File: config.mk
export PLATFORM = sky130hd
export DESIGN_NAME = touch_scan_ctrl
export DESIGN_NICKNAME = d
export VERILOG_FILES = /design/src/rtl/touch_scan_ctrl.sv
export SDC_FILE = /design/constraint.sdc
export NUM_CORES = 1
export LEC_CHECK = 0
export ABC_AREA = 0
export ABC_CLOCK_PERIOD_IN_PS = 3070
export CORE_AREA = 8 8 141 103
export DETAILED_ROUTE_END_ITERATION = 10
export DIE_AREA = 0 0 149 111
export HOLD_SLACK_MARGIN = 0.1
export PLACE_DENSITY = 0.89
export SKIP_LAST_GASP = 1
export SLEW_MARGIN = 15
export SYNTH_ARGS = -nofsm -noshare
export SYNTH_HDL_FRONTEND = slang
export SYNTH_SLANG_ARGS = --single-unit
export TNS_END_PERCENT = 1
File: constraint.sdc
create_clock -name sys_clk -period 3.07 [get_ports sys_clk]
set_input_delay 0.4605 -clock sys_clk [delete_from_list [all_inputs] [get_ports sys_clk]]
set_output_delay 0.4605 -clock sys_clk [all_outputs]
set_load 0.1 [all_outputs]
File: src/rtl/touch_scan_ctrl.sv
// touch_scan_ctrl: pen-down detection, debounce and repeated X/Y conversion
// frames for an ADS7843-compatible ADC (8-bit serial mode), with per-set
// averaging and spread filtering.
// Ports:
//   sys_clk, iRST          clock, synchronous active-high reset
//   adc_penirq_n, adc_dout async ADC pen interrupt / serial data
//   adc_cs_n, adc_dclk,    ADC serial bus (chip select, clock, command data)
//   adc_din
//   x, y                   averaged coordinates
//   new_coord_r            one-cycle strobe when x/y update
//   transmit_en            high for the duration of a pen-down session
module touch_scan_ctrl #(
  parameter int unsigned CLK_DIV    = 16,
  parameter int unsigned PEN_DLY    = 50000,
  parameter int unsigned SET_GAP    = 100000,
  parameter int unsigned N_AVG_LOG2 = 2,
  parameter int unsigned MAX_SPREAD = 8,
  parameter logic [7:0]  X_CMD      = 8'hD8,
  parameter logic [7:0]  Y_CMD      = 8'h98
) (
  input  logic       sys_clk,
  input  logic       iRST,
  input  logic       adc_penirq_n,
  input  logic       adc_dout,
  output logic       adc_cs_n,
  output logic       adc_dclk,
  output logic       adc_din,
  output logic [7:0] x,
  output logic [7:0] y,
  output logic       new_coord_r,
  output logic       transmit_en
);
  localparam int unsigned CNT_MAX   = (PEN_DLY > SET_GAP) ? PEN_DLY : SET_GAP;
  localparam int unsigned CNT_W     = $clog2(CNT_MAX + 1);
  localparam int unsigned DIV_W     = $clog2(CLK_DIV);
  localparam int unsigned IDX_W     = N_AVG_LOG2 + 1;
  localparam int unsigned SUM_W     = 8 + N_AVG_LOG2;
  // A frame is 51 slots of CLK_DIV cycles: slot 0 cs_n high, slot 1 lead-in,
  // slots 2..49 the 24 DCLK periods (even = low half, odd = high half),
  // slot 50 trailer.
  localparam int unsigned SLOT_LAST = 50;
  // High halves of DCLK periods 10..17 carry D7..D0.
  localparam int unsigned SMP_FIRST = 21;
  localparam int unsigned SMP_LAST  = 35;
  localparam logic [7:0]       SPREAD_MAX = 8'(MAX_SPREAD);
  localparam logic [IDX_W-1:0] N_PAIRS    = IDX_W'(1 << N_AVG_LOG2);

  typedef enum logic [2:0] {S_IDLE, S_DEBOUNCE, S_FRAME, S_CHECK, S_GAP} state_e;

  state_e           state_q, state_d;
  logic [CNT_W-1:0] cnt_q, cnt_d;
  logic             rel_q, rel_d;
  logic [DIV_W-1:0] div_q, div_d;
  logic [5:0]       slot_q, slot_d;
  logic             axis_q, axis_d;
  logic [IDX_W-1:0] idx_q, idx_d;
  logic             frame_end_c, session_end_c;

  logic [1:0] pen_sync_q, dout_sync_q;
  logic       pen_s, dout_s;
  logic [7:0] shreg_q, xsamp_q;
  logic [SUM_W-1:0] xsum_q, ysum_q;
  logic [7:0] xmin_q, xmax_q, ymin_q, ymax_q;
  logic [7:0] xspread_c, yspread_c;
  logic       sample_en_c;
  logic       cs_n_d, dclk_d, din_d;
  logic       cs_n_q, dclk_q, din_q;
  logic [7:0] x_q, y_q;
  logic       new_coord_q, tx_q;
  logic [5:0] period_c;
  logic [7:0] cmd_c;

  // Two-flop synchronizers for the asynchronous ADC inputs.
  always_ff @(posedge sys_clk) begin
    if (iRST) begin
      pen_sync_q  <= 2'b11;
      dout_sync_q <= 2'b00;
    end else begin
      pen_sync_q  <= {pen_sync_q[0], adc_penirq_n};
      dout_sync_q <= {dout_sync_q[0], adc_dout};
    end
  end
  assign pen_s  = pen_sync_q[1];
  assign dout_s = dout_sync_q[1];

  // State register and sequencing counters.
  always_ff @(posedge sys_clk) begin
    if (iRST) begin
      state_q <= S_IDLE;
      cnt_q   <= '0;
      rel_q   <= 1'b0;
      div_q   <= '0;
      slot_q  <= '0;
      axis_q  <= 1'b0;
      idx_q   <= '0;
    end else begin
      state_q <= state_d;
      cnt_q   <= cnt_d;
      rel_q   <= rel_d;
      div_q   <= div_d;
      slot_q  <= slot_d;
      axis_q  <= axis_d;
      idx_q   <= idx_d;
    end
  end

  // Next-state logic.
  always_comb begin
    state_d       = state_q;
    cnt_d         = cnt_q;
    rel_d         = rel_q;
    div_d         = div_q;
    slot_d        = slot_q;
    axis_d        = axis_q;
    idx_d         = idx_q;
    frame_end_c   = 1'b0;
    session_end_c = 1'b0;
    unique case (state_q)
      S_IDLE: begin
        if (!pen_s) begin
          state_d = S_DEBOUNCE;
          cnt_d   = '0;
        end
      end
      S_DEBOUNCE: begin
        if (pen_s) begin
          state_d = S_IDLE;
          cnt_d   = '0;
        end else if (cnt_q == CNT_W'(PEN_DLY - 1)) begin
          state_d = S_FRAME;
          cnt_d   = '0;
        end else begin
          cnt_d = cnt_q + CNT_W'(1);
        end
      end
      S_FRAME: begin
        if (div_q == DIV_W'(CLK_DIV - 1)) begin
          div_d = '0;
          if (slot_q == 6'(SLOT_LAST)) begin
            slot_d      = '0;
            frame_end_c = 1'b1;
            if (!axis_q) begin
              axis_d = 1'b1;
            end else begin
              axis_d = 1'b0;
              idx_d  = idx_q + IDX_W'(1);
              if (idx_d == N_PAIRS) begin
                idx_d   = '0;
                state_d = S_CHECK;
              end
            end
          end else begin
            slot_d = slot_q + 6'd1;
          end
        end else begin
          div_d = div_q + DIV_W'(1);
        end
      end
      S_CHECK: begin
        state_d = S_GAP;
        cnt_d   = '0;
      end
      S_GAP: begin
        if (cnt_q == CNT_W'(SET_GAP - 1)) begin
          cnt_d = '0;
          if (!pen_s) begin
            rel_d   = 1'b0;
            state_d = S_FRAME;
          end else if (rel_q) begin
            // Second consecutive high sample: pen released.
            rel_d         = 1'b0;
            session_end_c = 1'b1;
            state_d       = S_IDLE;
          end else begin
            rel_d   = 1'b1;
            state_d = S_FRAME;
          end
        end else begin
          cnt_d = cnt_q + CNT_W'(1);
        end
      end
      default: state_d = S_IDLE;
    endcase
  end

  // Bus outputs, decoded from the next state so the registered pins line up
  // with the state register.
  always_comb begin
    cs_n_d   = 1'b1;
    dclk_d   = 1'b0;
    din_d    = 1'b0;
    period_c = (slot_d - 6'd2) >> 1;
    cmd_c    = axis_d ? Y_CMD : X_CMD;
    if (state_d == S_FRAME && slot_d != 6'd0) begin
      cs_n_d = 1'b0;
      if (slot_d >= 6'd2 && slot_d <= 6'd49) begin
        dclk_d = slot_d[0];
        if (period_c < 6'd8) din_d = cmd_c[~period_c[2:0]];
      end
    end
  end

  // Sample at the last cycle of each data-bit high half.
  assign sample_en_c = (state_q == S_FRAME) && (div_q == DIV_W'(CLK_DIV - 1)) && slot_q[0] &&
                       (slot_q >= 6'(SMP_FIRST)) && (slot_q <= 6'(SMP_LAST));
  assign xspread_c = xmax_q - xmin_q;
  assign yspread_c = ymax_q - ymin_q;

  // Sample capture, set accumulation, filtering and output registers.
  always_ff @(posedge sys_clk) begin
    if (iRST) begin
      shreg_q     <= '0;
      xsamp_q     <= '0;
      xsum_q      <= '0;
      ysum_q      <= '0;
      xmin_q      <= '0;
      xmax_q      <= '0;
      ymin_q      <= '0;
      ymax_q      <= '0;
      x_q         <= '0;
      y_q         <= '0;
      new_coord_q <= 1'b0;
      tx_q        <= 1'b0;
      cs_n_q      <= 1'b1;
      dclk_q      <= 1'b0;
      din_q       <= 1'b0;
    end else begin
      cs_n_q <= cs_n_d;
      dclk_q <= dclk_d;
      din_q  <= din_d;
      if (sample_en_c) shreg_q <= {shreg_q[6:0], dout_s};
      if (frame_end_c && !axis_q) xsamp_q <= shreg_q;
      if (frame_end_c && axis_q) begin
        if (idx_q == '0) begin
          xsum_q <= SUM_W'(xsamp_q);
          ysum_q <= SUM_W'(shreg_q);
          xmin_q <= xsamp_q;
          xmax_q <= xsamp_q;
          ymin_q <= shreg_q;
          ymax_q <= shreg_q;
        end else begin
          xsum_q <= xsum_q + SUM_W'(xsamp_q);
          ysum_q <= ysum_q + SUM_W'(shreg_q);
          if (xsamp_q < xmin_q) xmin_q <= xsamp_q;
          if (xsamp_q > xmax_q) xmax_q <= xsamp_q;
          if (shreg_q < ymin_q) ymin_q <= shreg_q;
          if (shreg_q > ymax_q) ymax_q <= shreg_q;
        end
      end
      new_coord_q <= 1'b0;
      if (state_q == S_CHECK && xspread_c <= SPREAD_MAX && yspread_c <= SPREAD_MAX) begin
        x_q         <= 8'(xsum_q >> N_AVG_LOG2);
        y_q         <= 8'(ysum_q >> N_AVG_LOG2);
        new_coord_q <= 1'b1;
      end
      if (session_end_c)    tx_q <= 1'b0;
      else if (new_coord_q) tx_q <= 1'b1;
    end
  end

  assign adc_cs_n    = cs_n_q;
  assign adc_dclk    = dclk_q;
  assign adc_din     = din_q;
  assign x           = x_q;
  assign y           = y_q;
  assign new_coord_r = new_coord_q;
  assign transmit_en = tx_q;
endmodule

==> impl_results.md, run 1 <==
* Most common cell after layout, fill and taps aside: dfxtp_1
* Hold Path Class: register to register
* H-tree depth at 4
* Setup repair bufs after CTS at 0
* Die area at 16500 um2
* Synth unique cells at 63
* Top cells by area, synth: dfxtp_1 (34%), ha_1 (12%), mux2i_1 (6.8%), nor2_1 (6.3%), a21oi_1 (4.3%)
* Yosys reg bits at 128
* Seq/Total Area, Yosys at 34.3%
* Die W at 149 um
* Reg clk slew, reported paths at 60 ps
* Setup crit start: ymin_q[2]$_SDFFE_PP0P_
* Hpwl dp at 12.4 mm
* Yosys warnings at 0
* Worst vdd ir at 0.000458 V
* Leakage at 3.26 nW
* FILL cells at 897
* Mapped Cells at 893
* CTS tree: yes
* Hold Path Depth at 1
* Share of cells above drive strength 1 at 9.35%
* Slew margin rel. at 26.1%
* Crit share post-route at 91.2%
* CTS Root Buffer Type: clkbuf_16
* Crit path launch type: register
* Total CTS buffers at 17
* Post-layout util at 69.6%
* CP Class: register to register
* Min-delay src: pen_sync_q[0]$_SDFF_PP1_
* Routed vias/inst at 6.15
* Critical Path RT at 3360 ps
* Chip height at 111 um
* Ant. Diodes at 0
* Arrival time worst endpoint at 3090 ps
* Synthesized area at 7480 um2
* Final ANT Viol Nets at 0
* Final Max Slew Viols at 0
* Initial antenna violation count at 0
* Core area at 12300 um2
* Clock sink total at 128
* Synth-to-Final Area Change at 14.0%
* Total track usage at 23.1%
* Io pins at 25
* Synth top area share at 34.3%
* Final Power at 4.05 mW
* Pin count of the biggest net entering global routing at 60
* Max-cap violation count at 0
* Starting DRC count in detailed routing at 600
* Clock Path Buffers at 2
* Yosys top cell by area: dfxtp_1
* DR WL/cell at 17.5 um
* Syn Nets at 971
* Fmax at 357 MHz
* Setup violations, final at 0
* Power density cells at 475 nW/um2
* Slew @ Worst Pin at 1110 ps
* Clock skew at 8.84 ps
* Port bufs at 24
* Asr flop ratio synth at 0%
* Crit. End Element: register
* Register area at 2560 um2
* Final #Nets at 995
* Via count at 6720
* R2R cell count at 9
* Gp weighted congestion at 0.901
* Tmin final at 2800 ps
* Vias in the first global route at 6525
* Unrepaired setup endpoints after global routing: no
* Area of the multi-input gates at 4570 um2
* TNS Setup at 0 ps
* Grt total ovfl at 0
* Final wirelength at 19.1 mm
* Ys flop type: dfxtp_1
* First-pass GRT wire length at 31.6 mm
* Initial DRT Pass Iterations at 6
* Initial Util at 61.0%
* PostCTS Resize Cnt at 0
* Syn avg cell area at 8.38 um2
* Clk_lat worst skew at 420 ps
* # rows at 34
* Reg2reg start: ymin_q[2]$_SDFFE_PP0P_
* Status: complete, no violations
* Cts hold-fix bufs at 0
* Post-synth EDFFs at 0
* DRC at 0
* Fin. Hold Viols at 0
* Worst-path fanout max at 17
* Commonest cells after routing, fill and taps aside: dfxtp_1 (128), nor2_1 (126), ha_1 (72)
==> synthesized netlist by cell type (17+ instances only) <==
library cell,number
a21oi_1,64
nor2b_1,17
xnor2_1,18
nand2b_1,24
ha_1,72
dfxtp_1,128
nor2_1,126
xor2_1,17
nand2_1,64
inv_1,57
o21ai_0,27
mux2i_1,51
nand3_1,35
clkbuf_1,24
==> worst max-delay path, stage by stage, from the launching register on <==
cell and delay, ps:
dfxtp_1 320, inv_1 60, ha_1 340, o21ai_1 140
a21oi_1 100, o311ai_1 280, o211ai_1 170, or4_1 860
o21ai_0 290, a21oi_1 110
==> cells by family (layout without fill, tap and decap cells) <==
family,count (synthesis),count (layout),synth area share [%]
and+or+nand+nor,333,333,21.5
AOI/OAI and AO/OA,180,180,15.7
xor gates and xnor gates,35,35,4.10
DFF,128,128,34.3
buffers and inverters,90,127,4.70
adders and majority gates,74,74,12.6
muxes,53,53,7.13
==> final cells by class <==
type,count,area share [%]
clock buffer,19,5.19
inverter,57,2.51
sequential,128,30.0
timing repair buffer,38,3.55
multi-input combinational,675,53.6
tap,162,2.38
clock inverter,13,2.74
==> per-stage QoR <==
step                      cell area (um2)  worst slack [ps]  hold slack (ps)  std cells
after floorplan                      7480               620              389        893
after global placement               7850               450              400       1060
after detailed placement             7850               339              401       1060
after CTS                            8530               263              418       1092
after global routing                 8530              90.0              446       1092
final                                8530               269              422       1092
==> final timing paths <==
kind / to / slack [ps]
worst max-delay path: y[0]$_SDFFE_PP0P_ / 270
worst min-delay path: pen_sync_q[1]$_SDFF_PP1_ / 420
worst max register to register: y[0]$_SDFFE_PP0P_ / 270
worst min register to register: pen_sync_q[1]$_SDFF_PP1_ / 420
==> report_power, final <==
| part | internal [mW] | switching [mW] |
|---|---|---|
| sequential | 1.67 | 0.00398 |
| combinational | 0.0157 | 0.0360 |
| clock | 1.55 | 0.784 |
| total | 3.23 | 0.824 |
==> routing by layer <==
metal,global-route usage (%),wire length (um)
met3,4.45,1440
met2,36.1,8710
met5,0,0
met4,10.9,664
met1,30.0,8300
==> flip-flops by register name, summed over array words and instances, names as in the netlist, 2 cells and up <==
signal and count:
cnt_q 17, xsum_q 10, ysum_q 10, shreg_q 8
x 8, xmax_q 8, xmin_q 8, xsamp_q 8
y 8, ymax_q 8, ymin_q 8, slot_q 6
div_q 4, idx_q 3, state_q 3, dout_sync_q 2
pen_sync_q 2
No activity file was read; power rests on OpenSTA's default activity.
==> run 2: changes to the inputs <==
--- a/config.mk
+++ b/config.mk
@@ -6,12 +6,13 @@
 export NUM_CORES = 1
 export LEC_CHECK = 0
 export ABC_AREA = 0
-export ABC_CLOCK_PERIOD_IN_PS = 3070
-export CORE_AREA = 8 8 141 103
+export ABC_CLOCK_PERIOD_IN_PS = 3000
+export CORE_AREA = 8 8 198 144
 export DETAILED_ROUTE_END_ITERATION = 10
-export DIE_AREA = 0 0 149 111
+export DIE_AREA = 0 0 206 152
+export GPL_TIMING_DRIVEN = 0
 export HOLD_SLACK_MARGIN = 0.1
-export PLACE_DENSITY = 0.89
+export PLACE_DENSITY = 0.53
 export SKIP_LAST_GASP = 1
 export SLEW_MARGIN = 15
 export SYNTH_ARGS = -nofsm -noshare
==> constraint.sdc (replaced) <==
create_clock -name sys_clk -period 3 [get_ports sys_clk]
set_input_delay 0.45 -clock sys_clk [delete_from_list [all_inputs] [get_ports sys_clk]]
set_output_delay 0.45 -clock sys_clk [all_outputs]
set_load 0.1 [all_outputs]
==> run 2 against run 1 <==
Critical path type unchanged. Via count decreased by 8.1%. Worst hold slack worse by 13 ps. Utilization decreased by 35 points.
==> impl_results.md, run 2 (same netlist as run 1, synthesis figures left out) <==
* Status: complete, no violations
* Largest Register: cnt_q
* Post-DP Area at 8120 um2 (+3.5%)
* Met3 usage at 3.38% (-1.1 points)
* Die W at 206 um (+38%)
* R2r setup slk at 90 ps (-180 ps)
* Worst vdd ir at 0.000391 V (-15%)
* Worst setup path endpoint: x[2]$_SDFFE_PP0P_
* Die area at 31300 um2 (+89%)
* Hold Path Class: register to register
* Inst Count DP at 1247 (+18%)
* Grt met1 use at 18.8% (-11 points)
* Slew margin rel. at 31.7% (+5.6 points)
* Pin count of the biggest net entering global routing at 18 (-70%)
* Setup violations, final at 0 (unchanged)
* Setup repair bufs after CTS at 0 (unchanged)
* Commonest cells after routing, fill and taps aside: dfxtp_1 (128), nor2_1 (126), ha_1 (72)
* Port bufs at 23 (-4.2%)
* Chip height at 152 um (+37%)
* Post-layout util at 34.5% (-35 points)
* CTS Root Buffer Type: clkbuf_16
* Worst-path fanout max at 10 (-7)
* Crit. End Element: register
* Crit share post-route at 96.9% (+5.6 points)
* Routed vias/inst at 4.84 (-21%)
* FILL cells at 2660 (+200%)
* Unrepaired setup endpoints after global routing: yes
* Hpwl dp at 14.2 mm (+14%)
* Arrival time worst endpoint at 3250 ps (+160 ps)
* R2R cell count at 10 (+1)
* Crit Reg-Reg Endpoint: x[2]$_SDFFE_PP0P_
* Total track usage at 12.4% (-11 points)
* Max FFs per register at 17 (unchanged)
* Met2 global-route usage at 16.6% (-20 points)
* Gr busiest metal: met1
* Fin area at 8710 um2 (+2.1%)
* Ant. Diodes at 0 (unchanged)
* Initial antenna violation count at 1 (+1)
* Clock skew at 9.13 ps (+0.292 ps)
* Area of the multi-input gates at 4580 um2 (+0.16%)
* Worst hold slack at 409 ps (-12.6 ps)
* CP Class: register to register
* Total CTS buffers at 17 (unchanged)
* Power density cells at 440 nW/um2 (-7.5%)
* Reg clk slew, reported paths at 60 ps (about the same)
* Gp weighted congestion at 0.837 (-7.1%)
* Top flop regs: cnt_q (17), xsum_q (10), ysum_q (10)
* DR WL/cell at 15.1 um (-14%)
* Critical Path RT at 3340 ps (-20 ps)
* Final Max Slew Viols at 0 (unchanged)
* Initial DRT Pass Iterations at 5 (-1)
* # rows at 49 (+44%)
* Crit path launch type: register
* Share of cells above drive strength 1 at 6.45% (-2.9 points)
* Starting DRC count in detailed routing at 359 (-40%)
* Final cell count without fillers at 1277 (+17%)
* CTS tree: yes
* Vias in the first global route at 5751 (-12%)
* Io pins at 25 (unchanged)
* Grt total ovfl at 0 (unchanged)
* H-tree depth at 4 (unchanged)
* Final wirelength at 19.2 mm (+0.67%)
* Initial Util at 29.6% (-31 points)
* Fin. Hold Viols at 0 (unchanged)
* Final ANT Viol Nets at 0 (unchanged)
* Fmax at 344 MHz (-3.6%)
* Final #Nets at 1011 (+1.6%)
* Leakage at 3.18 nW (-2.7%)
* Clock Path Buffers at 2 (unchanged)
* Setup crit start: xmin_q[3]$_SDFFE_PP0P_
* DRC at 0 (unchanged)
* Synth-to-Final Area Change at 16.5%
* Reg2reg start: xmin_q[3]$_SDFFE_PP0P_
* Register area at 2560 um2 (unchanged)
* Via count at 6175 (-8.1%)
* Most common cell after layout, fill and taps aside: dfxtp_1
* Clk_lat worst skew at 420 ps (about the same)
* Max-cap violation count at 0 (unchanged)
* Tmin final at 2910 ps (+105 ps)
* Clock sink total at 128 (unchanged)
* First-pass GRT wire length at 31.2 mm (-1.3%)
* Core area at 25300 um2 (+110%)
* Slew @ Worst Pin at 1020 ps (-85.7 ps)
-- run 2: cell count changes in the layout (fill, tap and decap cells not counted), moves of 2 or more --
cell / change
buf_4: -34
clkbuf_1: +21
clkdlybuf4s50_1: +21
buf_2: +8
bufinv_16: -4
clkinv_2: +4
clkinv_4: +2
-- run 2: worst max-delay path: stages, from the launching register on --
cell      delay (ps)
dfxtp_1          330
inv_1             70
ha_1             340
a21o_1           170
a21oi_1          200
a31oi_1          140
xnor2_1          160
a211oi_1         800
buf_2            370
nand3_1          120
a21oi_1          130
-- run 2: layer usage --
metal / vias up / share of wire (%)
li1: 3213 / -
met1: 2845 / 56
met2: 96 / 38
met3: 19 / 4.4
met4: 2 / 1.5
met5: - / 0.068
-- run 2: cell type report --
class                           count  area share (%)
Tap cell                          331            4.75
Sequential cell                   128            29.4
Multi-Input combinational cell    675            52.6
Inverter                           57            2.46
Timing Repair Buffer               23            2.64
Clock buffer                       18            5.04
Clock inverter                     14            1.64
Buffer                             31            1.49
-- run 2: worst min path at each step --
stage,end,slack [ps],from,cells after the start
floorplan,pen_sync_q[1]$_SDFF_PP1_,390,pen_sync_q[0]$_SDFF_PP1_,1
global placement,pen_sync_q[1]$_SDFF_PP1_,390,pen_sync_q[0]$_SDFF_PP1_,1
detailed placement,pen_sync_q[1]$_SDFF_PP1_,400,pen_sync_q[0]$_SDFF_PP1_,1
CTS,pen_sync_q[1]$_SDFF_PP1_,410,pen_sync_q[0]$_SDFF_PP1_,1
global route,pen_sync_q[1]$_SDFF_PP1_,430,pen_sync_q[0]$_SDFF_PP1_,1
finish,pen_sync_q[1]$_SDFF_PP1_,410,pen_sync_q[0]$_SDFF_PP1_,1
-- run 2: repair_timing --
item | in CTS | in global routing
endpoints found under the setup margin | 7 | 17
hold buffers | 0 | 0
resized for setup | 1 | 1
-- run 2: where the power goes --
group	total, mW	leakage (nW)	switching, mW	internal (mW)
registers	1.71	1.03	0.00299	1.70
logic	0.0655	1.86	0.0484	0.0171
clock network	2.06	0.281	0.817	1.24
-- run 2: stage by stage --
stage | TNS (ps) | total power, mW | setup slack [ps]
final | 0 | 3.83 | 93.5
after CTS | 0 | 3.88 | 19.3
after global placement | -12.0 | 1.81 | -6.60
after global routing | -1460 | 3.96 | -179
after floorplan | 0 | 1.78 | 550
after detailed placement | 0 | 1.81 | 0.314
==> run 3: changes to the inputs <==
--- a/config.mk
+++ b/config.mk
@@ -10,9 +10,10 @@
 export CORE_AREA = 8 8 198 144
 export DETAILED_ROUTE_END_ITERATION = 10
 export DIE_AREA = 0 0 206 152
+export DONT_BUFFER_PORTS = 1
 export GPL_TIMING_DRIVEN = 0
 export HOLD_SLACK_MARGIN = 0.1
-export PLACE_DENSITY = 0.53
+export PLACE_DENSITY = 0.52
 export SKIP_LAST_GASP = 1
 export SLEW_MARGIN = 15
 export SYNTH_ARGS = -nofsm -noshare
==> run 3 against run 2 <==
Fmax shrank 1.8%. First-iteration DRC count down 24%. Largest power group unchanged. Clock skew is essentially flat. Flip-flop and latch count is the same. Non-clock buffer count down 21. Setup slack got worse by 53 ps. Critical path depth up 1. Routed wire length grew 2.4%. Sequential power hardly changed. Power down 0.82%.
==> impl_results.md, run 3 (same netlist as run 1, synthesis figures left out) <==
* Clk_lat worst skew at 420 ps (about the same)
* Clock Path Buffers at 2 (unchanged)
* TNS Setup at 0 ps (unchanged)
* First-pass GRT wire length at 31.3 mm (+0.42%)
* Most common cell after layout, fill and taps aside: dfxtp_1
* Reg clk slew, reported paths at 50 ps (about the same)
* Core area at 25300 um2 (unchanged)
* Crit path launch type: register
* Via count at 6178 (+0.049%)
* Worst hold slack at 142 ps (-267 ps)
* Gp weighted congestion at 0.838 (+0.13%)
* Hold Path Depth at 1 (unchanged)
* Reg2reg start: ymin_q[2]$_SDFFE_PP0P_
* Top Family by Delay on Critical Path: compound AO/OA/AOI/OAI gates
* Top flop regs: cnt_q (17), xsum_q (10), ysum_q (10)
* Ant. Diodes at 0 (unchanged)
* CP Class: register to register
* Hold worst-path end: pen_sync_q[0]$_SDFF_PP1_
* Crit. End Element: register
* Hold Path Class: input port to register
* Final Max Slew Viols at 0 (unchanged)
* # rows at 49 (unchanged)
* Max-cap violation count at 0 (unchanged)
* Initial Util at 29.6% (unchanged)
* Io pins at 25 (unchanged)
* Clock sink total at 128 (unchanged)
* Status: complete, no violations
* Fin area at 8480 um2 (-2.6%)
* Clock skew at 9.22 ps (+0.0890 ps)
* Vias in the first global route at 5668 (-1.4%)
* Grt total ovfl at 0 (unchanged)
* Die W at 206 um (unchanged)
* Die area at 31300 um2 (unchanged)
* Hpwl dp at 14.4 mm (+1.3%)
* CP Buf/Inv Count at 3 (+1)
* Critical Path RT at 3270 ps (-70 ps)
* DRC at 0 (unchanged)
* Power density cells at 448 nW/um2 (+1.8%)
* Initial antenna violation count at 0 (-1)
* Unrepaired setup endpoints after global routing: yes
* Routed vias/inst at 4.93 (+1.9%)
* Fin. Hold Viols at 0 (unchanged)
* CTS Root Buffer Type: clkbuf_16
* Final ANT Viol Nets at 0 (unchanged)
* Total CTS buffers at 17 (unchanged)
* Fmax at 338 MHz (-1.8%)
* Share of cells above drive strength 1 at 6.39% (-0.056 points)
* Crit share post-route at 98.6% (+1.8 points)
* Post-layout util at 33.6% (-0.90 points)
* R2R cell count at 11 (+1)
* Initial DRT Pass Iterations at 5 (unchanged)
* Final #Nets at 990 (-2.1%)
* DP Worst Slack at -67.4 ps (-67.7 ps)
* Worst vdd ir at 0.000365 V (-6.7%)
* Min-delay src: adc_penirq_n
* Commonest cells after routing, fill and taps aside: dfxtp_1 (128), nor2_1 (126), ha_1 (72)
* Post-DP Area at 7890 um2 (-2.8%)
* Arrival time worst endpoint at 3230 ps (-20 ps)
* Port bufs at 0 (-100%)
* Setup repair bufs after CTS at 0 (unchanged)
* R2r setup slk at 40 ps (-50 ps)
* Total track usage at 12.4% (about the same)
* Leakage at 3.10 nW (-2.3%)
* CP max stage delay at 580 ps (-220 ps)
* Synth-to-Final Area Change at 13.4%
* Cts hold-fix bufs at 0 (unchanged)
* Worst-path fanout max at 10 (unchanged)
* Setup violations, final at 0 (unchanged)
* Tmin final at 2960 ps (+52.8 ps)
* DR WL/cell at 15.7 um (+4.3%)
* Largest Register: cnt_q
* Chip height at 152 um (unchanged)
* Starting DRC count in detailed routing at 274 (-24%)
* Pin count of the biggest net entering global routing at 17 (-1)
* Slew @ Worst Pin at 1070 ps (+48.9 ps)
* Max FFs per register at 17 (unchanged)
* Slowest cell on the critical path: or4_4
* Final wirelength at 19.7 mm (+2.4%)
* Slew margin rel. at 28.6% (-3.1 points)
* H-tree depth at 4 (unchanged)
* Final worst slack at 40.6 ps (-52.8 ps)
* Worst path cell trace: inv_1 -> ha_1 -> o21ai_1 -> a21oi_1 -> o311ai_1 -> o211ai_1 -> or4_4 -> clkbuf_1 -> clkbuf_4 -> o21ai_1 -> a21oi_1
* CTS tree: yes
* Crit Reg-Reg Endpoint: x[5]$_SDFFE_PP0P_
-- run 3: stage by stage --
stage          power [mW]  cells
3_5_place_dp         1.81   1224
4_1_cts              3.83   1254
6_report             3.80   1254
3_3_place_gp         1.81   1224
5_1_grt              3.92   1254
2_1_floorplan        1.78    893
-- run 3: worst max-delay path by stage --
stage / from / to / slack (ps) / cells after the start
2_1_floorplan: ymin_q[2]$_SDFFE_PP0P_ / y[5]$_SDFFE_PP0P_ / 550 / 11
3_3_place_gp: ymin_q[2]$_SDFFE_PP0P_ / x[6]$_SDFFE_PP0P_ / -40 / 11
3_5_place_dp: ymin_q[2]$_SDFFE_PP0P_ / x[1]$_SDFFE_PP0P_ / -70 / 10
4_1_cts: xmin_q[1]$_SDFFE_PP0P_ / x[1]$_SDFFE_PP0P_ / 1 / 10
5_1_grt: ymin_q[2]$_SDFFE_PP0P_ / x[1]$_SDFFE_PP0P_ / -90 / 11
6_report: ymin_q[2]$_SDFFE_PP0P_ / x[5]$_SDFFE_PP0P_ / 40 / 11
-- run 3: power breakdown --
group          total, mW  switching, mW  internal [mW]
Clock               2.03          0.754           1.27
Sequential          1.71        0.00295           1.70
Combinational     0.0644         0.0495         0.0149
Total               3.80          0.806           2.99
-- run 3: timing repair --
item                       in CTS  in global routing
gates cloned                    0                  0
setup endpoints to repair      10                 12
resized for setup               4                  2
pin swaps                       0                  0
-- run 3: worst register-to-register path: stages, from the launching register on --
cell      delay [ps]
dfxtp_1          330
inv_1             60
ha_1             350
o21ai_1          150
a21oi_1          100
o311ai_1         330
o211ai_1         220
or4_4            580
clkbuf_1         220
clkbuf_4         250
o21ai_1          140
a21oi_1           90
-- run 3: layer usage --
layer	wire, um	vias up	part of all wire [%]	track usage, %
met2	7840	96	40	17.0
met3	782	13	4.0	2.80
li1	-	3173	-	-
met1	11000	2896	56	19.3
met4	144	0	0.73	2.39
met5	0	-	0	0
-- run 3: final cells by class --
| type | count | area, um2 |
|---|---|---|
| plain buffers | 33 | 141 |
| clock buffers | 23 | 478 |
| clock inverters | 7 | 85.1 |
| fillers | 2673 | 16800 |
| inverters | 57 | 214 |
| multi-input cells | 675 | 4590 |
| flip-flops and latches | 128 | 2560 |
| well taps | 331 | 414 |
